`src/rtl/pico_bus_arbiter_pkg.sv`:
```
// -----------------------------------------------------------------------------
// pico_bus_arbiter_pkg
// Shared types for the two-master PicoBus arbiter.
//   arb_state_e  : arbiter FSM states (IDLE, OWN0, OWN1, TURN)
//   MST0 / MST1  : master index constants, also used as read tags
//   pico_strb_t  : registered slave strobe bundle (rd, wr)
//   f_own_state  : maps a master index to its ownership state
// -----------------------------------------------------------------------------
`timescale 1ns/1ps

package pico_bus_arbiter_pkg;

   typedef enum logic [1:0] {
      ST_IDLE = 2'd0,
      ST_OWN0 = 2'd1,
      ST_OWN1 = 2'd2,
      ST_TURN = 2'd3
   } arb_state_e;

   localparam logic MST0 = 1'b0;
   localparam logic MST1 = 1'b1;

   typedef struct packed {
      logic rd;
      logic wr;
   } pico_strb_t;

   function automatic arb_state_e f_own_state(input logic idx);
      return (idx == MST1) ? ST_OWN1 : ST_OWN0;
   endfunction

endpackage

```
`src/rtl/pico_bus_rd_tag_pipe.sv`:
```
// -----------------------------------------------------------------------------
// pico_bus_rd_tag_pipe
// Tracks which master issued each slave read and steers the fixed-latency
// read data back to it. A read accepted in cycle t is tagged, travels LAT
// stages, and the slave data present in cycle t+LAT is registered into the
// tagged master's rdata with a one-cycle rvalid pulse in t+LAT+1. The other
// master's rdata keeps its previous value.
//
// Ports:
//   i_clk, i_rst          clock, synchronous active-high reset
//   i_vld, i_tag          read accepted this cycle, issuing master index
//   i_data [W]            slave read data (PicoDataOut)
//   o_rdata0/o_rvalid0    master 0 read return
//   o_rdata1/o_rvalid1    master 1 read return
// -----------------------------------------------------------------------------
`timescale 1ns/1ps

module pico_bus_rd_tag_pipe
   import pico_bus_arbiter_pkg::*;
#(
   parameter int W   = 128,
   parameter int LAT = 2
) (
   input  logic         i_clk,
   input  logic         i_rst,
   input  logic         i_vld,
   input  logic         i_tag,
   input  logic [W-1:0] i_data,
   output logic [W-1:0] o_rdata0,
   output logic         o_rvalid0,
   output logic [W-1:0] o_rdata1,
   output logic         o_rvalid1
);

   logic [LAT-1:0] r_vld_p;
   logic [LAT-1:0] r_tag_p;
   logic [W-1:0]   r_rdata0;
   logic [W-1:0]   r_rdata1;
   logic           r_rvalid0;
   logic           r_rvalid1;
   logic           w_ret0;
   logic           w_ret1;

   assign w_ret0 = r_vld_p[LAT-1] && (r_tag_p[LAT-1] == MST0);
   assign w_ret1 = r_vld_p[LAT-1] && (r_tag_p[LAT-1] == MST1);

   always_ff @(posedge i_clk) begin
      if (i_rst) begin
         r_vld_p   <= '0;
         r_tag_p   <= '0;
         r_rdata0  <= '0;
         r_rdata1  <= '0;
         r_rvalid0 <= 1'b0;
         r_rvalid1 <= 1'b0;
      end else begin
         r_vld_p   <= {r_vld_p[LAT-2:0], i_vld};
         r_tag_p   <= {r_tag_p[LAT-2:0], i_tag};
         r_rvalid0 <= w_ret0;
         r_rvalid1 <= w_ret1;
         if (w_ret0) r_rdata0 <= i_data;
         if (w_ret1) r_rdata1 <= i_data;
      end
   end

   assign o_rdata0  = r_rdata0;
   assign o_rvalid0 = r_rvalid0;
   assign o_rdata1  = r_rdata1;
   assign o_rvalid1 = r_rvalid1;

endmodule

```
`src/rtl/pico_bus_arbiter.sv`:
```
// -----------------------------------------------------------------------------
// pico_bus_arbiter
// Shares one PicoBus slave segment between the host stream bridge (master 0)
// and an on-chip engine (master 1). One owner at a time, round-robin between
// transactions, one TURN cycle on every release, all slave-bound signals
// registered, read data routed back to the issuing master (3-cycle latency).
//
// Optional feature: define PICOBUS_ARB_HOLD_LIMIT_EN to preempt an owner after
// MAX_HOLD cycles while the other master waits. Undefined: MAX_HOLD has no
// effect and an owner keeps the bus until it drops req.
//
// Ports:
//   PicoClk, PicoRst               clock, synchronous active-high reset
//   mK_req/mK_gnt                  request / grant (K = 0,1)
//   mK_addr/mK_rd/mK_wr/mK_wdata   master command
//   mK_rdata/mK_rvalid             master read return
//   PicoAddr/PicoRd/PicoWr/PicoDataIn  registered slave command
//   PicoDataOut                    slave read data, valid one cycle after PicoRd
//   err                            sticky protocol-error flag
// -----------------------------------------------------------------------------
`timescale 1ns/1ps

module pico_bus_arbiter
   import pico_bus_arbiter_pkg::*;
#(
   parameter int W        = 128,
   parameter int MAX_HOLD = 64
) (
   input  logic         PicoClk,
   input  logic         PicoRst,
   input  logic         m0_req,
   output logic         m0_gnt,
   input  logic [31:0]  m0_addr,
   input  logic         m0_rd,
   input  logic         m0_wr,
   input  logic [W-1:0] m0_wdata,
   output logic [W-1:0] m0_rdata,
   output logic         m0_rvalid,
   input  logic         m1_req,
   output logic         m1_gnt,
   input  logic [31:0]  m1_addr,
   input  logic         m1_rd,
   input  logic         m1_wr,
   input  logic [W-1:0] m1_wdata,
   output logic [W-1:0] m1_rdata,
   output logic         m1_rvalid,
   output logic [31:0]  PicoAddr,
   output logic         PicoRd,
   output logic         PicoWr,
   output logic [W-1:0] PicoDataIn,
   input  logic [W-1:0] PicoDataOut,
   output logic         err
);

   arb_state_e   r_state;
   arb_state_e   w_state_nxt;
   logic         r_last;
   logic         w_last_nxt;
   logic         w_gnt0;
   logic         w_gnt1;
   logic         w_hold_fire;
   pico_strb_t   r_strb;
   pico_strb_t   w_strb;
   logic [31:0]  r_addr;
   logic [W-1:0] r_wdata;
   logic         r_err;
   logic         w_err_evt;
   logic         w_tag;
   logic [31:0]  w_addr;
   logic [W-1:0] w_wdata;

   // Grants decode straight from the state register, so a grant drops in the
   // very cycle the FSM enters TURN.
   assign w_gnt0 = (r_state == ST_OWN0);
   assign w_gnt1 = (r_state == ST_OWN1);

`ifdef PICOBUS_ARB_HOLD_LIMIT_EN
   localparam int CNT_W = $clog2(MAX_HOLD + 1);
   logic [CNT_W-1:0] r_hold_cnt;
   logic             w_other_req;

   assign w_other_req = (w_gnt0 && m1_req) || (w_gnt1 && m0_req);
   assign w_hold_fire = w_other_req && (r_hold_cnt == CNT_W'(MAX_HOLD - 1));

   always_ff @(posedge PicoClk) begin
      if (PicoRst || (w_state_nxt != r_state)) r_hold_cnt <= '0;
      else if (w_other_req)                     r_hold_cnt <= r_hold_cnt + CNT_W'(1);
   end
`else
   // No preemption in this build; the compare is constant false.
   assign w_hold_fire = (MAX_HOLD < 0);
`endif

   always_comb begin
      w_state_nxt = r_state;
      w_last_nxt  = r_last;
      case (r_state)
         ST_IDLE: begin
            // Contention goes to the master that was not granted last.
            if (m0_req && m1_req) w_state_nxt = f_own_state(~r_last);
            else if (m0_req)      w_state_nxt = ST_OWN0;
            else if (m1_req)      w_state_nxt = ST_OWN1;
         end
         ST_OWN0: begin
            if (!m0_req || w_hold_fire) begin
               w_state_nxt = ST_TURN;
               w_last_nxt  = MST0;
            end
         end
         ST_OWN1: begin
            if (!m1_req || w_hold_fire) begin
               w_state_nxt = ST_TURN;
               w_last_nxt  = MST1;
            end
         end
         ST_TURN: begin
            if ((r_last == MST0) ? m1_req : m0_req)      w_state_nxt = f_own_state(~r_last);
            else if ((r_last == MST0) ? m0_req : m1_req) w_state_nxt = f_own_state(r_last);
            else                                         w_state_nxt = ST_IDLE;
         end
         default: w_state_nxt = ST_IDLE;
      endcase
   end

   // Command acceptance: only the owner's strobes reach the bus. rd+wr together
   // forwards the write and drops the read; any strobe without grant is dropped.
   always_comb begin
      w_strb    = '0;
      w_addr    = m0_addr;
      w_wdata   = m0_wdata;
      w_tag     = MST0;
      w_err_evt = 1'b0;
      if (w_gnt1) begin
         w_addr  = m1_addr;
         w_wdata = m1_wdata;
         w_tag   = MST1;
      end
      if (w_gnt0) begin
         w_strb.wr = m0_wr;
         w_strb.rd = m0_rd && !m0_wr;
      end else if (w_gnt1) begin
         w_strb.wr = m1_wr;
         w_strb.rd = m1_rd && !m1_wr;
      end
      if ((!w_gnt0 && (m0_rd || m0_wr)) || (w_gnt0 && m0_rd && m0_wr)) w_err_evt = 1'b1;
      if ((!w_gnt1 && (m1_rd || m1_wr)) || (w_gnt1 && m1_rd && m1_wr)) w_err_evt = 1'b1;
   end

   always_ff @(posedge PicoClk) begin
      if (PicoRst) begin
         r_state <= ST_IDLE;
         r_last  <= MST1;
         r_strb  <= '0;
         r_addr  <= '0;
         r_wdata <= '0;
         r_err   <= 1'b0;
      end else begin
         r_state <= w_state_nxt;
         r_last  <= w_last_nxt;
         r_strb  <= w_strb;
         if (w_strb.rd || w_strb.wr) r_addr  <= w_addr;
         if (w_strb.wr)              r_wdata <= w_wdata;
         if (w_err_evt)              r_err   <= 1'b1;
      end
   end

   pico_bus_rd_tag_pipe #(
      .W   (W),
      .LAT (2)
   ) u_rd_tag_pipe (
      .i_clk     (PicoClk),
      .i_rst     (PicoRst),
      .i_vld     (w_strb.rd),
      .i_tag     (w_tag),
      .i_data    (PicoDataOut),
      .o_rdata0  (m0_rdata),
      .o_rvalid0 (m0_rvalid),
      .o_rdata1  (m1_rdata),
      .o_rvalid1 (m1_rvalid)
   );

   assign m0_gnt     = w_gnt0;
   assign m1_gnt     = w_gnt1;
   assign PicoAddr   = r_addr;
   assign PicoRd     = r_strb.rd;
   assign PicoWr     = r_strb.wr;
   assign PicoDataIn = r_wdata;
   assign err        = r_err;

endmodule

```
`config.mk`:
```
export PLATFORM = sky130hd
export DESIGN_NAME = pico_bus_arbiter
export DESIGN_NICKNAME = d
export VERILOG_FILES = /design/src/rtl/pico_bus_arbiter_pkg.sv /design/src/rtl/pico_bus_rd_tag_pipe.sv /design/src/rtl/pico_bus_arbiter.sv
export SDC_FILE = /design/constraint.sdc
export NUM_CORES = 1
export LEC_CHECK = 0
export ABC_AREA = 1
export CORE_AREA = 2 2 344 346
export DETAILED_ROUTE_END_ITERATION = 10
export DIE_AREA = 0 0 346 348
export PLACE_DENSITY = 0.47
export SYNTH_ARGS = -nofsm -noshare
export SYNTH_HDL_FRONTEND = slang
export SYNTH_SLANG_ARGS = --single-unit
```
`constraint.sdc`:
```
create_clock -name PicoClk -period 2.2 [get_ports PicoClk]
set_input_delay 0.55 -clock PicoClk [delete_from_list [all_inputs] [get_ports PicoClk]]
set_output_delay 0.55 -clock PicoClk [all_outputs]
set_load 0.005 [all_outputs]
```
Word-level counts from Yosys, hierarchy flattened
Index checks and enable logic that the tools add are counted.
{"block": "word_totals", "ff_bits": 428, "word_cells": 66, "out_inout_bits": 423, "input_bits": 456}
{"block": "classes", "n_eq_ne": 6, "n_reduce_logical": 24, "bitwise": 1, "mux": 22}
{"cell": "128-bit two-way mux", "n": 1}
{"cell": "32-bit two-way mux", "n": 1}
{"cell": "2-bit two-way mux", "n": 11}
{"cell": "1-bit logical AND", "n": 11}
{"cell": "2-bit case mux with 4 select lines", "n": 1}
{"cell": "1-bit two-way mux", "n": 7}
{"cell": "3-bit AND reduction", "n": 2}
{"cell": "1-bit logical OR", "n": 5}
{"cell": "2-bit equality test (second input constant)", "n": 2}
{"cell": "1-bit zero test", "n": 4}
{"cell": "2-bit inequality test (second input constant)", "n": 2}
{"cell": "4-bit inequality test (second input constant)", "n": 1}
{"cell": "2-bit by 1-bit equality test with 1-bit output (second input constant)", "n": 1}
{"cell": "2-bit zero test", "n": 1}
{"cell": "1-bit case mux with 2 select lines", "n": 1}
{"cell": "2-bit nonzero test", "n": 1}
{"cell": "1-bit inverter", "n": 1}

Depth between registers and ports, before layout
Gate-level depths: netlist of the first run.
{"block": "depth", "ltp_word": 6, "mapped_depth": 10}

By module
A second synthesis of the first run with hierarchy kept.
{"block": "hier_totals", "hier_cells": 2760, "hier_area_um2": 18456.5}
{"mod": "pico_bus_rd_tag_pipe", "n_inst": 1, "area_per_inst_um2": 10306.1, "cells_per_inst": 1416}
{"mod": "pico_bus_arbiter", "n_inst": 1, "area_per_inst_um2": 8150.3, "cells_per_inst": 1344}

Worst setup path before layout of the first run
Ideal clock, no wire load.
{"block": "synth_timing", "path_kind": "reg-to-reg", "start": "register r_state[0]", "end": "register r_addr[22], in the netlist PicoAddr[22]", "path_slack_ns": 0.657, "stages_incl_launch_ff": 11, "period_less_slack_ns": 1.543, "path_buffers": 2, "arrival_ns": 1.430, "path_cell_list": "dfxtp_1 -> inv_1 -> ha_1 -> buf_4 -> nand2_1 -> nor2_1 -> nor2_2 -> buf_2 -> nand3_1 -> nand2_1 -> nor2_1"}
{"block": "synth_via", "elab_chain_len": 4, "elab_cells_between_ends": 6}
{"item": "start, declared", "line_no": "pico_bus_arbiter.sv:55", "source": "arb_state_e r_state;"}
{"item": "start signal, assigned", "line_no": "pico_bus_arbiter.sv:158", "source": "r_state <= w_state_nxt;"}
{"item": "2-bit equality test *", "line_no": "pico_bus_arbiter.sv:75", "source": "assign w_gnt1 = (r_state == ST_OWN1);"}
{"item": "named net m1_gnt", "line_no": "pico_bus_arbiter.sv:40", "source": "output logic m1_gnt,"}
{"item": "2-bit two-way mux", "line_no": "pico_bus_arbiter.sv:141", "source": "end else if (w_gnt1) begin"}
{"item": "2-bit two-way mux", "line_no": "pico_bus_arbiter.sv:138", "source": "if (w_gnt0) begin"}
{"item": "1-bit logical OR", "line_no": "pico_bus_arbiter.sv:161", "source": "if (w_strb.rd || w_strb.wr) r_addr <= w_addr;"}
{"item": "end signal, assigned", "line_no": "pico_bus_arbiter.sv:161"}
{"item": "end, declared", "line_no": "pico_bus_arbiter.sv:64", "source": "logic [31:0] r_addr;"}
The timed path passes the listed nets; every way through them passes the cells marked *.
A chain may end at the register's enable or synchronous reset.

Worst setup path after layout of the first run
{"block": "layout_timing", "start": "register r_wdata[60], in the netlist PicoDataIn[60]", "end": "output port PicoDataIn[60]"}
{"item": "start, declared", "line_no": "pico_bus_arbiter.sv:65", "source": "logic [W-1:0] r_wdata;"}
{"item": "start signal, assigned", "line_no": "pico_bus_arbiter.sv:162", "source": "if (w_strb.wr) r_wdata <= w_wdata;"}
{"item": "end, declared", "line_no": "pico_bus_arbiter.sv:50", "source": "output logic [W-1:0] PicoDataIn,"}
No word-level cell between the ends.

==> Implementation_results.wiki, run 1 <==
{| class="wikitable"
! Metric !! Value
|-
| Number of antenna violations at the first check in global routing || 8
|-
| Highest fanout seen on the critical path || 2
|-
| Commonest non-fill, non-tap cells in the layout || 857 x clkdlybuf4s50_1, 849 x nor2_1, 531 x nand2_1
|-
| Floorplan die width || 346 um
|-
| Most area-hungry cell type in the Yosys netlist || dfxtp_1
|-
| Share of post-route cells with drive strength above 1 || 0.0614
|-
| Element type at the critical path end || output port
|-
| Required time of the critical path || 1.65 ns
|-
| Drc violations || 0
|-
| Final Hold Slack || 0.404 ns
|-
| Worst supply voltage drop on vdd || 661 uV
|-
| Most used routing layer || met2
|-
| Number of filler instances in the final layout || 12,889
|-
| Overall die area || 120,000 um^2
|-
| Worst setup path category || reg2out
|-
| Vert. Die Dim || 348 um
|-
| Final RePlAce weighted congestion || 0.899
|-
| Cts bufs inserted || 55
|-
| Top cells by area, synth || dfxtp_1 50%, nor2_1 19%, nand2_1 12%
|-
| Leakage power total || 12.5 nW
|-
| Power per cell area || 961 nW/um^2
|-
| Total of warnings raised by yosys || 0
|-
| Crit-path leading delay family || buffers and inverters
|-
| Outcome || finished clean
|-
| Total clock sinks || 427
|-
| Multiplexer area fraction after synthesis || 0
|-
| Most common cell after layout, fill and taps aside || clkdlybuf4s50_1
|-
| Wire length of the first global-routing pass || 128,000 um
|-
| Share of synthesized cell area in and, or, nand and nor gates || 0.317
|-
| Core Box Area || 117,000 um^2
|-
| Area of all placed cells without fillers || 30,000 um^2
|-
| Max-Slew Margin vs Limit || 0.413
|-
| Post-Synthesis Cell Area || 17,000 um^2
|-
| Compound-gate portion of the synthesized area || 0.117
|-
| Syn_nets || 2,933
|-
| Fraction of post-synthesis cell area in the top cell type by area || 0.504
|-
| Final design utilization || 0.256
|-
| Final setup violating endpoints || 0
|-
| Area after detailed placement || 28,000 um^2
|-
| Clock-pin slew of the registers on the worst-case setup and hold paths || 0.06 ns
|-
| Aggregate routed wire length || 89,400 um
|-
| Post-detailed-route count of antenna-violating nets || 0
|-
| Pin slew with the least headroom to its limit || 0.880 ns
|-
| Met1 usage in global routing || 0.181
|-
| # H-tree levels || 2
|-
| Reg area || 8550 um^2
|-
| Number of max-cap violations || 0
|-
| Total overflow reported by the global router || 0
|-
| Maximum clock skew at final layout || 0.0197 ns
|-
| GR Util All Layers || 0.142
|-
| Number of hold-repair buffers added at the cts stage || 0
|-
| Highest clock frequency the design can meet || 470 MHz
|-
| Yosys cell types || 20
|-
| Ratio of final minimum period to clock period || 0.966
|-
| Detailed placer's ending HPWL || 67,500 um
|-
| Sequential fraction of the synthesis area || 0.504
|-
| CTS tree || done
|-
| Post-synthesis xor/xnor area fraction || 0
|-
| Average size of a mapped cell || 6.87 um^2
|-
| Number of detailed-routing iterations run before antenna repair || 5
|-
| CP peak stage delay || 0.61 ns
|-
| Area growth, synth to finish || 76.7%
|-
| Number of DRC markers in iteration 0 || 1,211
|-
| Starting density of the core || 0.145
|-
| Port Buffers || 878
|-
| Min-delay worst type || reg2reg
|-
| Met2 routing resource usage after global routing || 0.230
|-
| Clock latency of the later-clocked register in the worst-skew pair || 0.66 ns
|-
| Routing usage on met3 || 0.0386
|-
| Total number of vias || 18,618
|-
| FF+latch count, synth || 427
|-
| Number of vias per cell after detailed routing || 3.79
|-
| Via count of the first global-routing pass || 18,389
|-
| Final hold violation count || 0
|-
| Startpoint kind of the worst setup timing path || register
|-
| Instance count of the mapped netlist || 2,472
|-
| Critical path, cell by cell || clkdlybuf4s50_1
|-
| Root Driver || clkbuf_16
|-
| Cell at the slowest stage of the critical path || clkdlybuf4s50_1
|-
| Arithmetic-cell share of the synthesized area counting full adders, half adders and majority gates || 0.00369
|-
| Final Critical Period || 2.13 ns
|-
| I/O pin total || 879
|-
| Pin count of the biggest net entering global routing || 129
|-
| CP Buf/Inv Count || 1
|-
| Total count of max-transition violations in the final report || 0
|-
| Unrepaired setup endpoints after global routing || no
|-
| Combinational family with the most area after synthesis || simple AND/OR/NAND/NOR gates
|-
| Floorplan row count || 126
|-
| Critical Path AT || 1.58 ns
|-
| Multi-input gate area || 7490 um^2
|-
| Routed len/inst || 18.2 um
|-
| Post-layout net count || 3,789
|-
| Buffers from clock root to sink, at most || 3
|}
[path summary, 6_finish.rpt]
path | depth (start not counted) | startpoint | slack, ns | end
worst max-delay path | 1 | PicoDataIn[60]$_SDFFE_PP0P_ | 0.07 | PicoDataIn[60]
worst min-delay path | 2 | u_rd_tag_pipe.r_tag_p[0]$_SDFF_PP0_ | 0.40 | u_rd_tag_pipe.r_tag_p[1]$_SDFF_PP0_
worst max register to register | 8 | r_state[1]$_SDFFE_PP0P_ | 0.15 | PicoDataIn[10]$_SDFFE_PP0P_
worst min register to register | 2 | u_rd_tag_pipe.r_tag_p[0]$_SDFF_PP0_ | 0.40 | u_rd_tag_pipe.r_tag_p[1]$_SDFF_PP0_
[where the power goes]
group / total, W / switching [W] / internal (W)
registers: 0.00969 / 0.000668 / 0.00903
logic: 0.00944 / 0.00491 / 0.00452
clock network: 0.00968 / 0.00392 / 0.00576
total: 0.0288 / 0.00950 / 0.0193
[synth_stat cells]
cell type	number
clkbuf_1	94
ha_1	5
buf_2	59
a21oi_1	3
buf_1	5
nor2_2	2
nand3_1	35
inv_2	2
nand2_1	532
nor2_1	850
clkbuf_2	1
inv_1	46
clkbuf_4	1
buf_6	3
o21ai_0	385
dfxtp_1	427
o21ai_1	7
o21ai_2	1
nor2_4	1
buf_4	13
[stage by stage]
stage / instances / setup TNS [ns] / setup WS, ns / total power [W]
2_1_floorplan: 2472 / 0 / 0.657 / 0.0135
3_3_place_gp: 4805 / -0.0199 / -0.0199 / 0.0195
3_5_place_dp: 4805 / -0.0884 / -0.0884 / 0.0194
4_1_cts: 4909 / 0 / 0.00275 / 0.0293
5_1_grt: 4914 / 0 / 0.00953 / 0.0305
6_report: 4915 / 0 / 0.0745 / 0.0288
[sequential cells by signal, indices dropped and copies added, names as in the netlist]
name                     cells
PicoAddr                    32
PicoDataIn                 128
PicoWr                       1
err                          1
r_last                       1
r_state                      2
u_rd_tag_pipe.o_rdata0     128
u_rd_tag_pipe.o_rdata1     128
u_rd_tag_pipe.o_rvalid0      1
u_rd_tag_pipe.o_rvalid1      1
u_rd_tag_pipe.r_tag_p        2
u_rd_tag_pipe.r_vld_p        2
[metal layers]
layer  up-vias  share of wire
met5         -        0.00015
met4         2          0.029
met3       121          0.066
met2       584           0.46
met1      8463           0.44
li1       9448              -
[timing repair]
action,CTS,global route
resized for setup,28,2
setup buffers,2,0
pin swaps,1,0
endpoints found under the setup margin,21,2
[kinds of logic (layout without fill, tap and decap cells)]
group | after synthesis | after routing
simple gates | 1420 | 1420
compound gates | 396 | 396
other cells | 0 | 6
fa+ha+maj | 5 | 5
buf+inv | 224 | 1125
flops | 427 | 427
[final cells by class]
cell class / instances / area share
antenna: 6 / 0.000501
clock buffer: 79 / 0.0529
clock inverter: 23 / 0.0117
inverter: 48 / 0.00651
multi-input combinational: 1821 / 0.250
sequential: 427 / 0.285
tap: 1536 / 0.0641
timing repair buffer: 975 / 0.329
No activity file was read; power rests on OpenSTA's default activity.
==> run 2: changes to the inputs <==
--- a/config.mk
+++ b/config.mk
@@ -10,6 +10,7 @@
 export DETAILED_ROUTE_END_ITERATION = 10
 export DIE_AREA = 0 0 346 348
 export PLACE_DENSITY = 0.47
+export RECOVER_POWER = 50
 export SYNTH_ARGS = -nofsm -noshare
 export SYNTH_HDL_FRONTEND = slang
 export SYNTH_SLANG_ARGS = --single-unit
==> run 2 against run 1 <==
Clock power hardly changed. Setup slack got worse by 0.00091 ns. Count of clock-buffer cells in the layout did not move.
==> Implementation_results.wiki, run 2 (same netlist as run 1, synthesis figures left out) <==
{| class="wikitable"
! Metric !! Value
|-
| Total number of vias || 18,640
|-
| Total count of max-transition violations in the final report || 0
|-
| I/O pin total || 879
|-
| Final RePlAce weighted congestion || 0.899
|-
| Cts bufs inserted || 55
|-
| Final Critical Period || 2.13 ns
|-
| Crit-path leading delay family || buffers and inverters
|-
| Register-to-Register Path Depth || 9
|-
| Total overflow reported by the global router || 0
|-
| Worst slack, placed || -0.0884 ns
|-
| Startpoint kind of the worst setup timing path || register
|-
| Highest fanout seen on the critical path || 2
|-
| Pin slew with the least headroom to its limit || 0.934 ns
|-
| Cell at the slowest stage of the critical path || clkdlybuf4s50_1
|-
| Hold worst-path end || u_rd_tag_pipe.r_tag_p[1]$_SDFF_PP0_
|-
| Drc violations || 0
|-
| Root Driver || clkbuf_16
|-
| Cell depth of the worst min-delay path || 2
|-
| Area growth, synth to finish || 75.7%
|-
| Number of DRC markers in iteration 0 || 1,157
|-
| # H-tree levels || 2
|-
| Final setup violating endpoints || 0
|-
| Critical Path AT || 1.58 ns
|-
| Hold Startpoint || u_rd_tag_pipe.r_tag_p[0]$_SDFF_PP0_
|-
| Worst flop-to-flop path endpoint || PicoAddr[1]$_SDFFE_PP0P_
|-
| Unrepaired setup endpoints after global routing || no
|-
| Share of post-route cells with drive strength above 1 || 0.0593
|-
| Worst supply voltage drop on vdd || 661 uV
|-
| Element type at the critical path end || output port
|-
| Number of detailed-routing iterations run before antenna repair || 5
|-
| Min-delay worst type || reg2reg
|-
| Outcome || finished clean
|-
| Number of max-cap violations || 0
|-
| Final Hold Slack || 0.404 ns
|-
| Wire length of the first global-routing pass || 128,000 um
|-
| Ratio of final minimum period to clock period || 0.967
|-
| Clock-pin slew of the registers on the worst-case setup and hold paths || 0.06 ns
|-
| GR Util All Layers || 0.142
|-
| Post-detailed-route count of antenna-violating nets || 0
|-
| Vert. Die Dim || 348 um
|-
| Leakage power total || 12.4 nW
|-
| Routed len/inst || 18.2 um
|-
| Floorplan row count || 126
|-
| Starting density of the core || 0.145
|-
| Worst setup path category || reg2out
|-
| Launching point of the worst reg2reg path || r_state[1]$_SDFFE_PP0P_
|-
| Clock latency of the later-clocked register in the worst-skew pair || 0.66 ns
|-
| Total clock sinks || 427
|-
| Buffers from clock root to sink, at most || 3
|-
| Worst Setup Slack, final || 0.0736 ns
|-
| Overall die area || 120,000 um^2
|-
| Number of hold-repair buffers added at the cts stage || 0
|-
| Commonest non-fill, non-tap cells in the layout || 856 x clkdlybuf4s50_1, 850 x nor2_1, 531 x nand2_1
|-
| Number of vias per cell after detailed routing || 3.79
|-
| Highest clock frequency the design can meet || 470 MHz
|-
| Post-layout net count || 3,789
|-
| Max-Slew Margin vs Limit || 0.377
|-
| Pin count of the biggest net entering global routing || 129
|-
| CP Buf/Inv Count || 1
|-
| Number of antenna violations at the first check in global routing || 9
|-
| Critical path, cell by cell || clkdlybuf4s50_1
|-
| Core Box Area || 117,000 um^2
|-
| Power per cell area || 961 nW/um^2
|-
| Aggregate routed wire length || 89,400 um
|-
| Reg2reg setup slack || 0.13 ns
|-
| CTS tree || done
|-
| Final hold violation count || 0
|-
| Detailed placer's ending HPWL || 67,500 um
|-
| Required time of the critical path || 1.65 ns
|-
| Port Buffers || 878
|-
| CP peak stage delay || 0.61 ns
|-
| Via count of the first global-routing pass || 18,389
|-
| Most common cell after layout, fill and taps aside || clkdlybuf4s50_1
|-
| Maximum clock skew at final layout || 0.0202 ns
|-
| Floorplan die width || 346 um
|}
==> run 2: changes by cell type in the layout (fill, tap and decap cells not counted), sizes merged <==
cell / change
buf: -20
dlymetal6s2s: -2
dlygate4sd3: +1
clkdlybuf4s50: -1
diode: +1
clkbuf: +22
==> run 2: layer usage <==
layer  vias up  routed length, um  track usage
li1       9449                  -            -
met1      8488              39700        0.181
met2       580              41200        0.230
met3       121               5950       0.0386
met4         2               2600       0.0507
met5         -                 13            0
==> run 2: power by group <==
part | internal [W] | leakage (nW) | switching [W]
sequential | 0.00903 | 3.47 | 0.000668
combinational | 0.00439 | 8.00 | 0.00490
clock | 0.00576 | 0.937 | 0.00392
==> run 2: per-stage QoR <==
| step | power (W) | utilization | cell area [um^2] | TNS [ns] | cells |
|---|---|---|---|---|---|
| after floorplan | 0.0135 | - | 17000 | 0 | 2472 |
| after global placement | 0.0195 | 0.240 | 28000 | -0.0199 | 4805 |
| after detailed placement | 0.0194 | 0.240 | 28000 | -0.0884 | 4805 |
| after CTS | 0.0293 | 0.256 | 30000 | 0 | 4909 |
| after global routing | 0.0304 | 0.255 | 29800 | 0 | 4914 |
| final | 0.0287 | 0.255 | 29800 | 0 | 4916 |
==> run 2: worst max path at each step <==
stage               depth (start not counted)                               startpoint  slack (ns)                                       to
floorplan                                  10                  r_state[0]$_SDFFE_PP0P_        0.66                PicoAddr[22]$_SDFFE_PP0P_
global placement                            8                                    m1_wr       -0.02              PicoDataIn[10]$_SDFFE_PP0P_
detailed placement                          8                                    m1_wr       -0.09              PicoDataIn[10]$_SDFFE_PP0P_
CTS                                         1  u_rd_tag_pipe.o_rdata0[16]$_SDFFE_PP0P_       0.003                             m0_rdata[16]
global route                                5                                  PicoRst       0.009  u_rd_tag_pipe.o_rdata1[62]$_SDFFE_PP0P_
finish                                      1              PicoDataIn[60]$_SDFFE_PP0P_        0.07                           PicoDataIn[60]
==> run 2: repair_timing <==
item,CTS,global route
setup buffers,2,0
pin swaps,1,0
resized for setup,28,2
setup endpoints to repair,21,2
==> run 2: layout make-up <==
| class | instances | area, um^2 |
|---|---|---|
| Antenna cell | 7 | 17.5 |
| Clock buffer | 79 | 1590 |
| Clock inverter | 23 | 352 |
| Fill cell | 12906 | 87100 |
| Inverter | 48 | 188 |
| Multi-Input combinational cell | 1821 | 7480 |
| Sequential cell | 427 | 8550 |
| Tap cell | 1536 | 1920 |
| Timing Repair Buffer | 975 | 9730 |
